**config.mk**
```make
export PLATFORM = sky130hd
export DESIGN_NAME = ub_read_sequencer
export DESIGN_NICKNAME = d
export VERILOG_FILES = /design/src/rtl/ub_read_sequencer.sv
export SDC_FILE = /design/constraint.sdc
export NUM_CORES = 1
export LEC_CHECK = 0
export CORE_MARGIN = 4
export CORE_UTILIZATION = 45
export CTS_CLUSTER_SIZE = 28
export DETAILED_ROUTE_END_ITERATION = 16
export HOLD_SLACK_MARGIN = 0.05
export PLACE_DENSITY = 0.64
export SLEW_MARGIN = 20
export SYNTH_ARGS = -nofsm -noshare
export SYNTH_HDL_FRONTEND = slang
export SYNTH_SLANG_ARGS = --single-unit
export TNS_END_PERCENT = 100
```
**constraint.sdc**
```tcl
create_clock -name clk -period 16.4 [get_ports clk]
set_input_delay 3.28 -clock clk [delete_from_list [all_inputs] [get_ports clk]]
set_output_delay 3.28 -clock clk [all_outputs]
set_load 0.02 [all_outputs]
```
**src/rtl/ub_read_sequencer.sv**
```systemverilog
// Streams rows out of the unified buffer (port 0) for a {start address, row count} command.
// A credit check on in-flight reads keeps the output FIFO from overflowing when downstream stalls.
module ub_read_sequencer #(
    parameter int MATRIX_WIDTH      = 14,
    parameter int BUFFER_ADDR_WIDTH = 24,
    parameter int LENGTH_WIDTH      = 16,
    parameter int READ_LATENCY      = 3
) (
    input  logic                          clk,
    input  logic                          rst,
    input  logic                          enable,
    input  logic                          cmd_valid,
    output logic                          cmd_ready,
    input  logic [BUFFER_ADDR_WIDTH-1:0]  cmd_address,
    input  logic [LENGTH_WIDTH-1:0]       cmd_length,
    output logic [BUFFER_ADDR_WIDTH-1:0]  ub_address,
    output logic                          ub_en,
    input  logic [MATRIX_WIDTH*8-1:0]     ub_read_port,
    output logic                          out_valid,
    input  logic                          out_ready,
    output logic [MATRIX_WIDTH*8-1:0]     out_data,
    output logic                          out_last,
    output logic                          busy
);

    localparam int FIFO_DEPTH = READ_LATENCY + 2;
    localparam int PTR_W      = $clog2(FIFO_DEPTH);
    localparam int CNT_W      = $clog2(FIFO_DEPTH + 1);
    localparam int SUM_W      = CNT_W + 1;
    localparam int DATA_W     = MATRIX_WIDTH * 8;

    localparam logic [1:0] S_IDLE  = 2'd0;
    localparam logic [1:0] S_ISSUE = 2'd1;
    localparam logic [1:0] S_DRAIN = 2'd2;

    logic [1:0]                   r_state;
    logic [BUFFER_ADDR_WIDTH-1:0] r_addr;
    logic [LENGTH_WIDTH-1:0]      r_remaining;
    logic [READ_LATENCY-1:0]      r_pipe_valid;
    logic [READ_LATENCY-1:0]      r_pipe_last;
    logic [DATA_W-1:0]            r_fifo_data [FIFO_DEPTH];
    logic                         r_fifo_last [FIFO_DEPTH];
    logic [PTR_W-1:0]             r_wr_ptr;
    logic [PTR_W-1:0]             r_rd_ptr;
    logic [CNT_W-1:0]             r_count;

    logic [CNT_W-1:0]             w_inflight;
    logic                         w_credit_ok;
    logic                         w_issue;
    logic                         w_last_issue;
    logic                         w_push;
    logic                         w_pop;
    logic                         w_fifo_nonempty;
    logic                         w_head_last;
    logic                         w_cmd_accept;

    function automatic logic [PTR_W-1:0] ptr_next(input logic [PTR_W-1:0] p);
        return (p == PTR_W'(FIFO_DEPTH - 1)) ? '0 : p + PTR_W'(1);
    endfunction

    always_comb begin
        w_inflight = '0;
        for (int unsigned i = 0; i < READ_LATENCY; i++) begin
            w_inflight = w_inflight + CNT_W'(r_pipe_valid[i]);
        end
    end

    // Every in-flight read is guaranteed a FIFO slot, so a stalled consumer can never cause overflow.
    assign w_credit_ok     = (SUM_W'(w_inflight) + SUM_W'(r_count)) < SUM_W'(FIFO_DEPTH);
    assign w_issue         = (r_state == S_ISSUE) && enable && (r_remaining != '0) && w_credit_ok;
    assign w_last_issue    = w_issue && (r_remaining == LENGTH_WIDTH'(1));
    assign w_push          = enable && r_pipe_valid[READ_LATENCY-1];
    assign w_fifo_nonempty = (r_count != '0);
    assign w_pop           = w_fifo_nonempty && out_ready;
    assign w_head_last     = r_fifo_last[r_rd_ptr];
    assign w_cmd_accept    = (r_state == S_IDLE) && cmd_valid;

    assign cmd_ready  = (r_state == S_IDLE);
    assign busy       = (r_state != S_IDLE);
    assign ub_en      = w_issue;
    assign ub_address = r_addr;
    assign out_valid  = w_fifo_nonempty;
    assign out_data   = w_fifo_nonempty ? r_fifo_data[r_rd_ptr] : '0;
    assign out_last   = w_fifo_nonempty ? w_head_last : 1'b0;

    always_ff @(posedge clk or negedge rst) begin
        if (!rst) begin
            r_state     <= S_IDLE;
            r_addr      <= '0;
            r_remaining <= '0;
        end else begin
            case (r_state)
                S_IDLE: begin
                    if (w_cmd_accept && (cmd_length != '0)) begin
                        r_addr      <= cmd_address;
                        r_remaining <= cmd_length;
                        r_state     <= S_ISSUE;
                    end
                end
                S_ISSUE: begin
                    if (w_issue) begin
                        r_addr      <= r_addr + BUFFER_ADDR_WIDTH'(1);
                        r_remaining <= r_remaining - LENGTH_WIDTH'(1);
                        if (w_last_issue) begin
                            r_state <= S_DRAIN;
                        end
                    end
                end
                S_DRAIN: begin
                    if (w_pop && w_head_last) begin
                        r_state <= S_IDLE;
                    end
                end
                default: r_state <= S_IDLE;
            endcase
        end
    end

    always_ff @(posedge clk or negedge rst) begin
        if (!rst) begin
            r_pipe_valid <= '0;
            r_pipe_last  <= '0;
        end else if (enable) begin
            r_pipe_valid[0] <= w_issue;
            r_pipe_last[0]  <= w_last_issue;
            for (int unsigned i = 1; i < READ_LATENCY; i++) begin
                r_pipe_valid[i] <= r_pipe_valid[i-1];
                r_pipe_last[i]  <= r_pipe_last[i-1];
            end
        end
    end

    always_ff @(posedge clk or negedge rst) begin
        if (!rst) begin
            r_wr_ptr <= '0;
            r_rd_ptr <= '0;
            r_count  <= '0;
        end else begin
            if (w_push) begin
                r_wr_ptr <= ptr_next(r_wr_ptr);
            end
            if (w_pop) begin
                r_rd_ptr <= ptr_next(r_rd_ptr);
            end
            case ({w_push, w_pop})
                2'b10:   r_count <= r_count + CNT_W'(1);
                2'b01:   r_count <= r_count - CNT_W'(1);
                default: r_count <= r_count;
            endcase
        end
    end

    // Storage needs no reset: outputs are masked by the (reset) occupancy count.
    always_ff @(posedge clk) begin
        if (w_push) begin
            r_fifo_data[r_wr_ptr] <= ub_read_port;
            r_fifo_last[r_wr_ptr] <= r_pipe_last[READ_LATENCY-1];
        end
    end

endmodule
```
**Word-level counts from Yosys, hierarchy flattened**

Memory sizes are Yosys's and may differ from the RTL's.
Cells that the tools add are included.

- Register bits: 57
- RAM bits: 565
- Memories kept: 2

- Add/sub/neg operators: 9
- Order comparisons: 1
- Eq/ne operators: 11
- Mux-type cells: 18
- Reduce and logical (&&, ||, !) cells: 18

Memory list:

| name | depth | width | rd ports | clocked after Yosys merged registers in | wr ports | line | source |
|---|---|---|---|---|---|---|---|
| r_fifo_data | 5 | 112 | 1 | 0 | 1 | 41 | `logic [DATA_W-1:0] r_fifo_data [FIFO_DEPTH];` |
| r_fifo_last | 5 | 1 | 1 | 0 | 1 | 42 | `logic r_fifo_last [FIFO_DEPTH];` |

Operators with widths:

| operator | count |
|---|---|
| 112-bit 2-to-1 mux | 1 |
| 24-bit 2-to-1 mux | 2 |
| 24-bit one-hot mux with 2 select lines | 1 |
| 16-bit 2-to-1 mux | 2 |
| 16-bit one-hot mux with 2 select lines | 1 |
| 16-bit nonzero test | 2 |
| 24-bit by 1-bit adder with 24-bit output, second input constant | 1 |
| 16-bit by 1-bit == test with 1-bit output, second input constant | 1 |
| 16-bit by 1-bit subtractor with 16-bit output, second input constant | 1 |
| 3-bit by 1-bit adder with 3-bit output, second input constant | 3 |
| 1-bit logical AND | 9 |
| 2-bit 2-to-1 mux | 4 |
| 3-bit == test, second input constant | 2 |
| 3-bit 2-to-1 mux | 2 |
| 2-bit inequality test, second input constant | 3 |
| 2-bit one-hot mux with 3 select lines | 1 |
| 3-bit one-hot mux with 2 select lines | 1 |
| 2-bit nonzero test | 3 |
| 3-bit by 3-bit adder with 4-bit output | 1 |
| 2-bit by 1-bit == test with 1-bit output, second input constant | 2 |
| 2-bit == test, second input constant | 2 |
| 4-bit by 3-bit < comparator with 1-bit output, second input constant | 1 |
| 4-bit AND reduction | 1 |
| 2-bit by 1-bit adder with 3-bit output | 1 |
| 7 further kinds | 9 |

**Depth between registers and ports, before layout**

- Word-level depth: 9
- Mapped depth: 11
- Gate-level depth less buffers: 10

**Least setup slack after synthesis**

Ideal clock, no wire load.

- Kind: input -> register
- From: input enable
- To: memory r_fifo_data[4][0] (netlist bit) (enable)
- Arrival time: 15363 ps
- Data required time: 15499 ps
- Path slack: 136 ps
- Cell stages on the path: 3
- Cell sequence: clkbuf_1 -> nand2_1 -> nor4b_1

- Word-level cells in the longest chain between the ends: 3

Ends and longest elaborated chain:

| what | line | source |
|---|---|---|
| start, declared | 11 | `input logic enable,` |
| 1-bit logical AND | 72 | `assign w_push = enable && r_pipe_valid[READ_LATENCY-1];` |
| 1-bit 2-to-1 mux | 155 | `if (w_push) begin` |
| 1-bit 2-to-1 mux (not written as such) | 156 | `r_fifo_data[r_wr_ptr] <= ub_read_port;` |
| end, declared | 41 |  |

No other way between the ends.

**Final worst setup path**

- From: input enable
- To: output ub_en

- Word-level cells in the longest chain between the ends: 3

Ends and longest elaborated chain:

| what | line | source |
|---|---|---|
| 1-bit logical AND (3 in a row) | 70 | `assign w_issue = (r_state == S_ISSUE) && enable && (r_remaining != '0) && w_credit_ok;` |
| end, declared | 17 | `output logic ub_en,` |

No other way between the ends.

==> results.txt <==
final WL: 55100 µm
detailed placement HPWL: 32400 µm
post-route clock period utilization: 0.543
HP Class: flip-flop to flip-flop
Netlist cell types: 56
Max FO, Critical Path: 9
Post-Syn Area per Cell: 18.1 µm²
largest cells by area after synthesis: edfxtp_1 (69%), mux4_2 (10%), dfrtp_1 (5.8%)
initial antenna violation count: 10
GR Util All Layers: 0.187
top cell type's share of synthesized area: 0.685
# rows: 85
first-pass GRT wire length: 85200 µm
CP startpoint kind: input pin
routability cong.: 0.812
Final Hold Viols: 0
CP Data Arrival Time: 5.63 ns
slew margin rel.: 0.289
Post-Syn Area: 24800 µm²
RSZ-0062 raised after global routing: no
maximum clock path buffer count: 3
Pins Over Slew Limit: 0
Setup CP Type: input pin to output port
first-pass detailed-route iteration total: 5
synthesis-to-finish area growth: 23.7%
Post-synth EDFFs: 565
vias in the first global route: 14000
DR vias/cell: 5.54
core area: 54100 µm²
DR WL/cell: 22.7 µm
most frequent cells in the layout: edfxtp_1 (565), clkdlybuf4s50_1 (296), nor2_1 (126)
Worst-path clk slew: 0.06 ns
ys async rst share: 0.0916
Worst Tran Pin Value: 1.07 ns
Synth Net Count: 1535
PnR worst setup slack: 7.49 ns
CP endpoint kind: output port
Leakage: 10.3 nW
number of max-cap violations: 0
CTS tree: done
worst skew pair latency: 0.59 ns
die area: 58900 µm²
outcome: finished clean
Syn. warnings: 0
Most used DFF post-synth: edfxtp_1
Max IR drop VDD: 0.106 mV
root buffer cell: clkbuf_16
largest net degree at the start of global routing: 75
Final Critical Period: 8.91 ns
layout cell share with drive strength beyond 1: 0.145
Worst Path Required: 13.12 ns
dpl ws: 7.50 ns
DRC viols: 0
Final ANT Viol Nets: 0
fin nets: 1854
setup_tns: 0 ns
Setup Skew: 0.0189 ns
Initial Util: 0.458
# setup viols final: 0
P per Cell Area: 185 nW/µm²
DIE HEIGHT: 243 µm
Fmax achieved: 112 MHz
flops & latches, synth: 622
DRT iter0 DRCs: 821
vias post-DR: 13400
H-tree levels: 3
gr ovfl total: 0
Post-Syn Instances: 1365
post-CTS resize count: 0
Seq/Total Area, Yosys: 0.743
CTS Hold Bufs: 0
CTS buffer count: 67
Synth area leader: edfxtp_1
Clock Sink Count: 622
# port buffers: 297
die width: 243 µm
most common cell after layout, fill and taps aside: edfxtp_1
Setup Fix Bufs, Post-CTS: 0
I/O pin count: 298
[sequential cells by signal, summed over array words and instances (netlist names)]
signal and cells:
r_count 3, r_fifo_data 560, r_fifo_last 5, r_pipe_last 3, r_pipe_valid 3, r_rd_ptr 3, r_remaining 16, r_state 2
r_wr_ptr 3, ub_address 24
[power breakdown]
part / switching (W) / leakage [nW] / internal, W
logic: 0.00115 / 3.42 / 0.000979
registers: 0.000181 / 5.83 / 0.00194
clock network: 0.000578 / 1.01 / 0.000845
[final cells by class]
class                      count  area, µm²
fill                        4138      23500
sequential                   622      18400
multi-input combinational    651       6050
timing repair buffer         322       3160
clock buffer                  91       1870
tap                          696        871
clock inverter                20        199
inverter                      20       75.1
antenna                        4       10.0
[metrics by stage]
| step | instance area, µm² | power [W] | hold slack [ns] | std cells | utilization |
|---|---|---|---|---|---|
| floorplan | 24800 | 0.00345 | 0.466 | 1365 | - |
| global placement | 28600 | 0.00430 | 0.494 | 2311 | 0.528 |
| detailed placement | 28600 | 0.00431 | 0.507 | 2311 | 0.528 |
| CTS | 30600 | 0.00576 | 0.515 | 2422 | 0.566 |
| global route | 30600 | 0.00598 | 0.531 | 2423 | 0.566 |
| finish | 30600 | 0.00567 | 0.512 | 2426 | 0.566 |
[final timing paths]
| path | startpoint | to | slack, ns | depth (start not counted) |
|---|---|---|---|---|
| max | enable | ub_en | 7.49 | 5 |
| min reg2reg | r_pipe_last[0] | r_pipe_last[1] | 0.51 | 1 |
| min | r_pipe_last[0] | r_pipe_last[1] | 0.51 | 1 |
| max reg2reg | r_pipe_valid[0] | ub_address[23] | 12.60 | 10 |
| min in group asynchronous | rst | r_remaining[8] | 2.85 | 2 |
| max in group asynchronous | rst | r_rd_ptr[0] | 12.95 | 2 |
[layer usage]
layer  vias up  track usage  share of wire
met1      6938        0.249           0.43
met4        12       0.0477          0.014
li1       6080            -              -
met5         -            0         0.0016
met3        67       0.0529          0.064
met2       342        0.307           0.49
[worst max-delay path, stage by stage]
cell             delay, ns
clkdlybuf4s50_1       0.68
nand3b_1              0.15
a221oi_1              0.60
and2_1                0.28
clkdlybuf4s50_1       0.64
[cells in the mapped netlist (all sizes together), types with 2 or more instances]
cell type / instances
mux2i: 115
mux2: 5
dfrtp: 57
nand4: 10
and3: 5
a21oi: 66
a21o: 5
nand3b: 2
xor2: 2
nand3: 18
a221oi: 2
nor2: 127
o32ai: 3
or4: 8
nand2: 49
buf: 33
o22a: 2
o21a: 2
o22ai: 18
o21ai: 35
nor4: 7
ha: 10
mux4: 113
nor4b: 2
nand2b: 4
nor3: 9
or2: 3
or3: 4
a31oi: 4
inv: 20
a21boi: 2
a2bb2oi: 2
edfxtp: 565
nor3b: 2
fa: 3
xnor2: 2
clkbuf: 39
[logic make-up after synthesis]
logic type | share of synthesized area
buf+inv | 0.0154
fa+ha+maj | 0.00748
mux | 0.152
xor+xnor | 0.00141
simple gates | 0.0465
flops | 0.743
compound gates | 0.0352
(Power assumes the default switching activity.)
